==> config.mk <==
export PLATFORM = sky130hd
export DESIGN_NAME = omp_bram_rd_arbiter
export DESIGN_NICKNAME = d
export VERILOG_FILES = /design/src/rtl/omp_bram_rd_arbiter.sv
export SDC_FILE = /design/constraint.sdc
export NUM_CORES = 1
export LEC_CHECK = 0
export ABC_CLOCK_PERIOD_IN_PS = 1800
export CORE_AREA = 2 2 92 94
export DETAILED_ROUTE_END_ITERATION = 7
export DIE_AREA = 0 0 94 96
export GPL_ROUTABILITY_DRIVEN = 0
export HOLD_SLACK_MARGIN = 0.05
export PLACE_DENSITY = 0.72
export SLEW_MARGIN = 20
export SYNTH_ARGS = -nofsm -noshare
export SYNTH_HDL_FRONTEND = slang
export SYNTH_SLANG_ARGS = --single-unit
==> constraint.sdc <==
create_clock -name clk -period 1.8 [get_ports clk]
set_input_delay 0.18 -clock clk [delete_from_list [all_inputs] [get_ports clk]]
set_output_delay 0.18 -clock clk [all_outputs]
set_load 0.005 [all_outputs]
==> src/rtl/omp_bram_rd_arbiter.sv <==
// ---------------------------------------------------------------------------
// omp_bram_rd_arbiter
//
// Shares one BRAM read port between three requesters:
//   bit0 = core AB, bit1 = block C, bit2 = host readout.
// A requester may take a lock with its transfer. It then keeps the port
// until it makes a transfer with the lock released. The enable and address
// are registered toward the BRAM. A tag pipeline RD_LAT stages deep routes
// each read-data beat back to the requester that issued it.
//
// Optional build macro:
//   OMP_ARB_ROUND_ROBIN_EN - when defined, the open state uses round-robin
//                            arbitration. When undefined, it uses fixed
//                            priority (bit0 > bit1 > bit2).
//
// Parameters:
//   ADDR_W  BRAM word-address width
//   DATA_W  BRAM read-data width
//   RD_LAT  cycles from registered enable to valid read data (1..4)
//
// Ports:
//   clk         single clock, rising edge
//   rst         synchronous active-high reset
//   req_valid   per-requester read request
//   req_lock    keep ownership after this transfer
//   req_addr    requester i address at [i*ADDR_W +: ADDR_W]
//   req_ready   one-hot combinational grant
//   bram_en     registered BRAM read enable
//   bram_addr   registered BRAM read address (held when idle)
//   bram_rdata  BRAM read data
//   rsp_valid   one-hot strobe for the owner of bram_rdata this cycle
//   rsp_data    bram_rdata passed through
//   owner       locked owner index, 3 = none
//   busy        read in flight or lock held
// ---------------------------------------------------------------------------
module omp_bram_rd_arbiter #(
    parameter int ADDR_W = 7,
    parameter int DATA_W = 96,
    parameter int RD_LAT = 1
) (
    input  logic                  clk,
    input  logic                  rst,
    input  logic [2:0]            req_valid,
    input  logic [2:0]            req_lock,
    input  logic [3*ADDR_W-1:0]   req_addr,
    output logic [2:0]            req_ready,
    output logic                  bram_en,
    output logic [ADDR_W-1:0]     bram_addr,
    input  logic [DATA_W-1:0]     bram_rdata,
    output logic [2:0]            rsp_valid,
    output logic [DATA_W-1:0]     rsp_data,
    output logic [1:0]            owner,
    output logic                  busy
);

    localparam logic [0:0] S_OPEN   = 1'b0;
    localparam logic [0:0] S_LOCKED = 1'b1;

    localparam logic [1:0] NO_OWNER = 2'd3;

    logic [0:0]        state;
    logic [1:0]        owner_q;
    logic [2:0]        grant;
    logic              accept;
    logic              lock_win;
    logic [1:0]        win_idx;
    logic [ADDR_W-1:0] win_addr;

    // Stage 0 lines up with bram_en. Stage RD_LAT lines up with bram_rdata.
    logic [RD_LAT:0]        vld_pipe;
    logic [RD_LAT:0][1:0]   idx_pipe;

`ifdef OMP_ARB_ROUND_ROBIN_EN
    // Holds the last accepted index. The search begins one past it.
    logic [1:0] rr_ptr;
`endif

    // ---------------- grant ----------------
    always_comb begin
        grant = 3'b000;
        if (!rst) begin
            if (state == S_LOCKED) begin
                // Only the owner is eligible. Other requesters wait,
                // including while the owner is idle.
                case (owner_q)
                    2'd0:    grant[0] = req_valid[0];
                    2'd1:    grant[1] = req_valid[1];
                    2'd2:    grant[2] = req_valid[2];
                    default: grant    = 3'b000;
                endcase
            end else begin
`ifdef OMP_ARB_ROUND_ROBIN_EN
                case (rr_ptr)
                    2'd0: begin      // search order 1,2,0
                        if      (req_valid[1]) grant = 3'b010;
                        else if (req_valid[2]) grant = 3'b100;
                        else if (req_valid[0]) grant = 3'b001;
                    end
                    2'd1: begin      // search order 2,0,1
                        if      (req_valid[2]) grant = 3'b100;
                        else if (req_valid[0]) grant = 3'b001;
                        else if (req_valid[1]) grant = 3'b010;
                    end
                    default: begin   // search order 0,1,2
                        if      (req_valid[0]) grant = 3'b001;
                        else if (req_valid[1]) grant = 3'b010;
                        else if (req_valid[2]) grant = 3'b100;
                    end
                endcase
`else
                if      (req_valid[0]) grant = 3'b001;
                else if (req_valid[1]) grant = 3'b010;
                else if (req_valid[2]) grant = 3'b100;
`endif
            end
        end
    end

    assign req_ready = grant;
    assign accept    = |grant;
    // Lock bits of requesters that were not granted are ignored.
    assign lock_win  = |(req_lock & grant);

    always_comb begin
        win_idx  = 2'd0;
        win_addr = req_addr[0 +: ADDR_W];
        if (grant[1]) begin
            win_idx  = 2'd1;
            win_addr = req_addr[ADDR_W +: ADDR_W];
        end else if (grant[2]) begin
            win_idx  = 2'd2;
            win_addr = req_addr[2*ADDR_W +: ADDR_W];
        end
    end

    // ---------------- state ----------------
    always_ff @(posedge clk) begin
        if (rst) begin
            state     <= S_OPEN;
            owner_q   <= NO_OWNER;
            bram_en   <= 1'b0;
            bram_addr <= '0;
            vld_pipe  <= '0;
            idx_pipe  <= '0;
        end else begin
            bram_en <= accept;
            if (accept) bram_addr <= win_addr;

            vld_pipe <= {vld_pipe[RD_LAT-1:0], accept};
            idx_pipe <= {idx_pipe[RD_LAT-1:0], win_idx};

            case (state)
                S_OPEN: begin
                    if (accept && lock_win) begin
                        state   <= S_LOCKED;
                        owner_q <= win_idx;
                    end
                end
                default: begin
                    // Any accept here comes from the owner.
                    if (accept && !lock_win) begin
                        state   <= S_OPEN;
                        owner_q <= NO_OWNER;
                    end
                end
            endcase
        end
    end

`ifdef OMP_ARB_ROUND_ROBIN_EN
    always_ff @(posedge clk) begin
        if (rst)         rr_ptr <= 2'd2;
        else if (accept) rr_ptr <= win_idx;
    end
`endif

    // ---------------- response ----------------
    always_comb begin
        rsp_valid = 3'b000;
        if (!rst && vld_pipe[RD_LAT]) begin
            case (idx_pipe[RD_LAT])
                2'd0:    rsp_valid = 3'b001;
                2'd1:    rsp_valid = 3'b010;
                2'd2:    rsp_valid = 3'b100;
                default: rsp_valid = 3'b000;
            endcase
        end
    end

    assign rsp_data = bram_rdata;
    assign owner    = owner_q;
    // vld_pipe[0] is set in the same cycles as bram_en.
    assign busy     = (state == S_LOCKED) || bram_en || (|vld_pipe);

endmodule

### Yosys cells after proc, flatten, opt, wreduce, memory -nomap -nowiden

Index checks and enable logic that the tools add are counted.

| storage, ports and cells | value |
|---|---|
| register bits | 17 |
| output and inout port bits | 113 |
| logic and storage cells | 47 |

| operators by class | value |
|---|---|
| bitwise gates (word level) | 1 |
| mux-type cells | 20 |
| reduce and logical (&&, ||, !) cells | 14 |
| equal/unequal tests | 5 |

Operators with widths:

| operator | count |
|---|---|
| 3-bit 2-to-1 mux | 6 |
| 7-bit 2-to-1 mux | 2 |
| 2-bit 2-to-1 mux | 5 |
| 3-bit case mux with 3 select lines | 1 |
| 1-bit 2-to-1 mux | 6 |
| 3-bit OR reduction | 2 |
| 2-bit by 1-bit == test with 1-bit output (second input constant) | 2 |
| 2-bit == test (second input constant) | 2 |
| 2-bit zero test | 2 |
| 3-bit AND | 1 |
| 1-bit logical AND | 3 |
| 1-bit zero test | 2 |
| 1-bit logical OR | 2 |
| 2-bit by 1-bit != test with 1-bit output (second input constant) | 1 |
| 2-bit AND reduction | 1 |
| 2-bit nonzero test | 1 |
| 2-bit OR reduction | 1 |

### Logic depth before layout (Yosys ltp)

Gate-level depths: netlist (run 1).

| logic depth | value |
|---|---|
| depth in word-level cells | 11 |
| gate-level depth with buffers | 7 |

### Worst setup path after synthesis (run 1)

No wires, ideal clock.

| path | value |
|---|---|
| kind | register -> register |
| start | register (tool-made name) |
| end | register owner_q[1], in the netlist owner[1] |
| data required time | 1714 ps |
| setup slack | 206 ps |
| cell stages (with the launch flop) | 6 |
| data arrival time | 1507 ps |
| cells stage by stage | dfxtp_1 buf_6 or3_4 a211o_1 and3_4 a221oi_2 |

RTL lines:

| item | RTL line | RTL |
|---|---|---|
| end signal: assignment | 156 | `owner_q <= win_idx;` |
| end: declaration | 62 | `logic [1:0] owner_q;` |

### Final worst setup path (run 1)

| path | value |
|---|---|
| start | input req_valid[1] |
| end | output req_ready[2] |

| on the way | value |
|---|---|
| longest elaborated chain between the ends | 4 |

Ends and longest elaborated chain:

| item | RTL line | RTL |
|---|---|---|
| start: declaration | 43 | `input logic [2:0] req_valid,` |
| 3-bit 2-to-1 mux | 112 | `else if (req_valid[1]) grant = 3'b010;` |
| 3-bit 2-to-1 mux | 111 | `if (req_valid[0]) grant = 3'b001;` |
| 3-bit 2-to-1 mux | 82 | `if (state == S_LOCKED) begin` |
| 3-bit 2-to-1 mux | 81 | `if (!rst) begin` |
| end: declaration | 46 | `output logic [2:0] req_ready,` |

Every way passes these cells.

==> results of run 1 <==
## layout make-up
cell class / instances / area (um2) / area share [%]
flip-flops and latches: 16 / 322 / 19.1
multi-input cells: 64 / 557 / 33.1
well taps: 105 / 131 / 7.81
repair buffers: 62 / 579 / 34.4
inverters: 9 / 38.8 / 2.30
clock buffers: 4 / 55.1 / 3.27
## per-layer routing
layer  global-route usage (%)  wire, um  share of wire, %  vias up
met5                        0         0                 0        -
met1                     8.92      1480                30      491
met4                     5.07       181               3.7        0
met2                     18.9      2570                52      107
met3                     6.81       715                14       18
li1                         -         -                 -      490
## power groups by stage
stage / sequential [uW] / clock [uW] / combinational (uW)
after floorplan: 430 / 0 / 335
after global placement: 435 / 0 / 359
after detailed placement: 436 / 0 / 366
after CTS: 429 / 327 / 366
after global routing: 436 / 343 / 400
final: 431 / 318 / 368
## cell families (layout without fill, tap and decap cells)
kind of cell	count (synthesis)	after routing	synth area share (%)
compound gates	24	24	16.2
buf+inv	113	75	48.7
simple gates	40	40	15.9
flops	16	16	19.1
## placed cells by master, fill, tap and decap left out, drive strengths merged
cell	count
nand3b	3
dlymetal6s2s	2
a31oi	1
dlygate4sd2	6
nor4	7
nand4	3
a22oi	7
clkinv	1
nor2b	3
a21oi	1
nor3	3
dfxtp	16
nor2	2
nand2	1
or2	1
a21o	2
o21ai	2
a211o	2
nor4bb	3
a221oi	1
clkdlybuf4s50	37
nand3	7
a311oi	8
nor4b	1
and3	1
nand2b	2
inv	8
nand4b	1
clkbuf	4
or3	2
buf	17
## sequential cells by signal (all words and copies together) (netlist names), named ones only
register	cells
bram_addr	7
idx_pipe	4
owner	2
vld_pipe	2
## how the worst max path moves through the flow
stage,cells past startpoint,endpoint
floorplan,5,owner[1]
global placement,5,req_ready[2]
detailed placement,5,req_ready[2]
CTS,4,rsp_valid[1]
global route,7,bram_addr[1]
finish,5,req_ready[2]
## repair_timing
action                     CTS  global route
resized for setup            8             5
hold endpoints to repair     0             0
pin swaps                    1             0
buffers inserted             2             0
hold buffers                 0             0
setup endpoints to repair    5             5
## stage by stage
step | total power (uW) | instance area [um2] | util [%] | instances | setup WS [ps]
detailed placement | 803 | 1590 | 19.8 | 254 | -180
global route | 1180 | 1680 | 20.9 | 260 | 1.66
CTS | 1120 | 1660 | 20.6 | 260 | 6.60
floorplan | 765 | 1670 | - | 193 | 206
finish | 1120 | 1680 | 20.9 | 260 | 89.7
global placement | 794 | 1590 | 19.8 | 254 | -187
==> metrics, run 1 <==
status finished clean; WHS 360 ps; largest area contributor in the netlist buf_4; RSZ-0062 raised after global routing false; Clock Tree Root clkbuf_8; minimum clock period 1710 ps; Layout area overhead 0.598%; critical path launch point req_valid[1]; DR iter-0 viols 23; worst hold path startpoint bram_rdata[12]; Antenna Nets Post-Route 0; post-synthesis instance total 193; largest cells by area after synthesis buf_4 44%, dfxtp_1 19%, a311oi_2 6.3%; Syn Area/Cell 8.67 um2; WL final 4950 um; Post-Syn Area 0.00167 mm2; post-synthesis sequential area ratio 19.1%; Switch Pwr 307 uW; largest net degree at the start of global routing 15; CTS tree built; nets 281; Ys Warns 0; routed vias/inst 4.25; area share of the largest cell type after synthesis 43.5%; Ant. Diodes 0; CP Cell Sequence clkdlybuf4s50_1 > or3_4 > a21o_2 > clkinv_4 > dlygate4sd2_1; CP max stage delay 410 ps; Crit path max-delay family buffers and inverters; Worst path slowest cell clkdlybuf4s50_1; flop-to-flop setup slack 100 ps; Slew @ Worst Pin 329 ps; Core ar. 0.00805 mm2; Syn Nets 318; Hold Path End rsp_data[12]; Slew Viols, Final 0; DP HPWL 4150 um; synthesis-stage register bit count 16; Slew headroom 77.9%; GRT Util Overall 10.5%; TNS Setup 0 ps; worst-case clock buffer depth 2; Layout Skew 7.02 ps; Pleak 0.000662 uW; vias in the first global route 1,076; Combinational Power Share 32.9%; P_int 809 uW; DIE AREA 0.00902 mm2; Clock Latency Late Sink 250 ps; Initial Utilization 20.8%; Crit path required time 1620 ps; Max Freq 585 MHz; Row Count 33; Sequential Power Share 38.6%; critical-path maximum fanout 4; R2R depth 7; Die Ht 96 um; total iterations of the first detailed-routing run 4; most frequent cell after synthesis buf_4; share of post-route cells with drive strength above 1 32.3%; total vias in the final route 1,106; min-delay worst type in2out; number of CTS-inserted buffers 3; H-tree depth 1; drt drc 0; Worst EP arrival 1530 ps; number of flops mapped to enable cells by yosys 0; drt wl/cell 19.0 um; Worst VDD drop 0.231 mV; Hold Path Cell Cnt 0; number of fill cells 888; GR Overflow Total 0; Clock Power Share 28.5%; MaxCap Viol Count 0; Setup Viol. Count Final 0; top_reg_cell synth dfxtp_1; worst reg2reg endpoint bram_addr[1]; top cells by count, synth 97 x buf_4, 16 x dfxtp_1; Top Ports 238; initial antenna violation count 0; sw frac 27.5%; library cells used by synthesis 37; final hold violation count 0; Chip Width 94 um; crit share post-route 95.0%; worst path buffer plus inverter count 3; Setup crit start kind input pin; Num Clock Sinks 16; PortBufs 45; CP endpoint kind output port; Post-synth ARST share 0%; WS Path Type in2out; first-pass GRT wire length 6710 um; pwr/cell area 664 mW/mm2; reg-to-reg startpoint owner[1]
(Power assumes the default switching activity.)
==> run 2: changes to the inputs <==
SETUP_SLACK_MARGIN = 0.4   (was default)
==> metrics, run 2 (synthesized netlist as in run 1, its figures left out) <==
GRT Util Overall 10.5% (+0.075 points); Setup Viol. Count Final 0 (unchanged); Core ar. 0.00805 mm2 (unchanged); Largest register FFs 7 (unchanged); MaxCap Viol Count 0 (unchanged); first-pass GRT wire length 7070 um (+5.3%); met2 Resource Use GR 18.5% (-0.42 points); minimum clock period 1590 ps (-124 ps); CP endpoint kind flop; clock transition at the registers of the reported paths 70 ps; Clock Tree Root clkbuf_8; share of post-route cells with drive strength above 1 44.6% (+12 points); Setup crit start kind flop; Top Ports 238 (unchanged); Initial Utilization 20.8% (unchanged); largest register by flop count bram_addr; status finished clean; drt wl/cell 18.3 um (-4.0%); number of CTS-inserted buffers 3 (unchanged); routed vias/inst 4.29 (+0.75%); Slew @ Worst Pin 330 ps (+1.36 ps); dpl ws -200 ps (-19.9 ps); total iterations of the first detailed-routing run 5 (+1); worst-case clock buffer depth 2 (unchanged); layer with the highest usage met2; Num Clock Sinks 16 (unchanged); Die Ht 96 um (unchanged); Pleak 0.000715 uW (+8.1%); initial antenna violation count 0 (unchanged); pwr/cell area 635 mW/mm2 (-4.4%); Layout Skew 8.60 ps (+1.57 ps); Row Count 33 (unchanged); crit share post-route 88.1% (-6.9 points); WHS 360 ps (-0.00100 ps); min-delay worst type in2out; DP Area 0.00163 mm2 (+2.6%); Worst EP arrival 1740 ps (+210 ps); Slew headroom 77.8% (-0.092 points); nets 294 (+4.6%); Slew Viols, Final 0 (unchanged); DP HPWL 4070 um (-2.1%); Antenna Nets Post-Route 0 (unchanged); Ant. Diodes 0 (unchanged); Setup WS post-layout 214 ps (+124 ps); critical-path maximum fanout 8 (+4); DR iter-0 viols 30 (+30%); Max Freq 630 MHz (+7.8%); vias in the first global route 1,199 (+11%); design area 0.00188 mm2 (+12%); Chip Width 94 um (unchanged); PortBufs 45 (unchanged); most common cell after layout, fill and taps aside clkdlybuf4s50_1; GR Overflow Total 0 (unchanged); drt drc 0 (unchanged); GRT met3 Usage 6.89% (+0.078 points); RSZ-0062 raised after global routing true; CTS tree built; utilization after layout 23.3% (+2.4 points); H-tree depth 1 (unchanged); final hold violation count 0 (unchanged); Worst VDD drop 0.275 mV (+19%); WL final 4990 um (+0.83%); Largest regs bram_addr (7), idx_pipe (4); DIE AREA 0.00902 mm2 (unchanged); largest net degree at the start of global routing 11 (-4); GR Layer Usage met1 9.84% (+0.92 points); most frequent cells in the layout 34 x clkdlybuf4s50_1, 19 x buf_4, 13 x dfxtp_1; WS Path Type reg2reg; total vias in the final route 1,170 (+5.8%); Crit path required time 1960 ps (+340 ps); Clock Latency Late Sink 250 ps (about the same); Layout area overhead 12.3%
-- run 2: power breakdown --
part	switching [uW]	internal, uW
logic	167	269
registers	38.3	397
clock network	126	194
-- run 2: final cells by class --
cell class | count | area, um2
tap | 105 | 131
sequential | 16 | 329
fill | 870 | 6170
clock buffer | 4 | 55.1
inverter | 9 | 43.8
multi-input combinational | 64 | 606
timing repair buffer | 75 | 714
-- run 2: worst max-delay path, cell delays in order, from the launching register on --
cell      delay (ps)
dfxtp_4          370
buf_6            100
o21ai_2           50
nand3b_1         170
inv_2             70
buf_6            130
nor3_4           220
clkinv_4         150
buf_6            140
buf_6            100
-- run 2: final timing paths --
kind	from	endpoint	slack (ps)	depth (start not counted)
max	flop	vld_pipe[0]	210	9
min	bram_rdata[12]	rsp_data[12]	360	0
max reg2reg	flop	vld_pipe[0]	210	9
min reg2reg	idx_pipe[1]	idx_pipe[3]	440	1
-- run 2: layer usage --
metal  part of all wire [%]  up-vias
met3                     14       20
met2                     51       90
met1                     31      536
met4                    3.0        0
met5                      0        -
li1                       -      524
-- run 2: stage by stage --
| stage | instances | total power [uW] | TNS [ps] |
|---|---|---|---|
| final | 273 | 1190 | 0 |
| after global routing | 273 | 1250 | 0 |
| after CTS | 267 | 1170 | 0 |
| after detailed placement | 257 | 820 | -1900 |
| after global placement | 257 | 812 | -1550 |
| after floorplan | 193 | 772 | 0 |
-- run 2: repair_timing --
action,in CTS,in global routing
hold endpoints to repair,0,0
resized for setup,46,9
buffers inserted,6,6
endpoints found under the setup margin,20,17
pin swaps,8,6
hold buffers,0,0
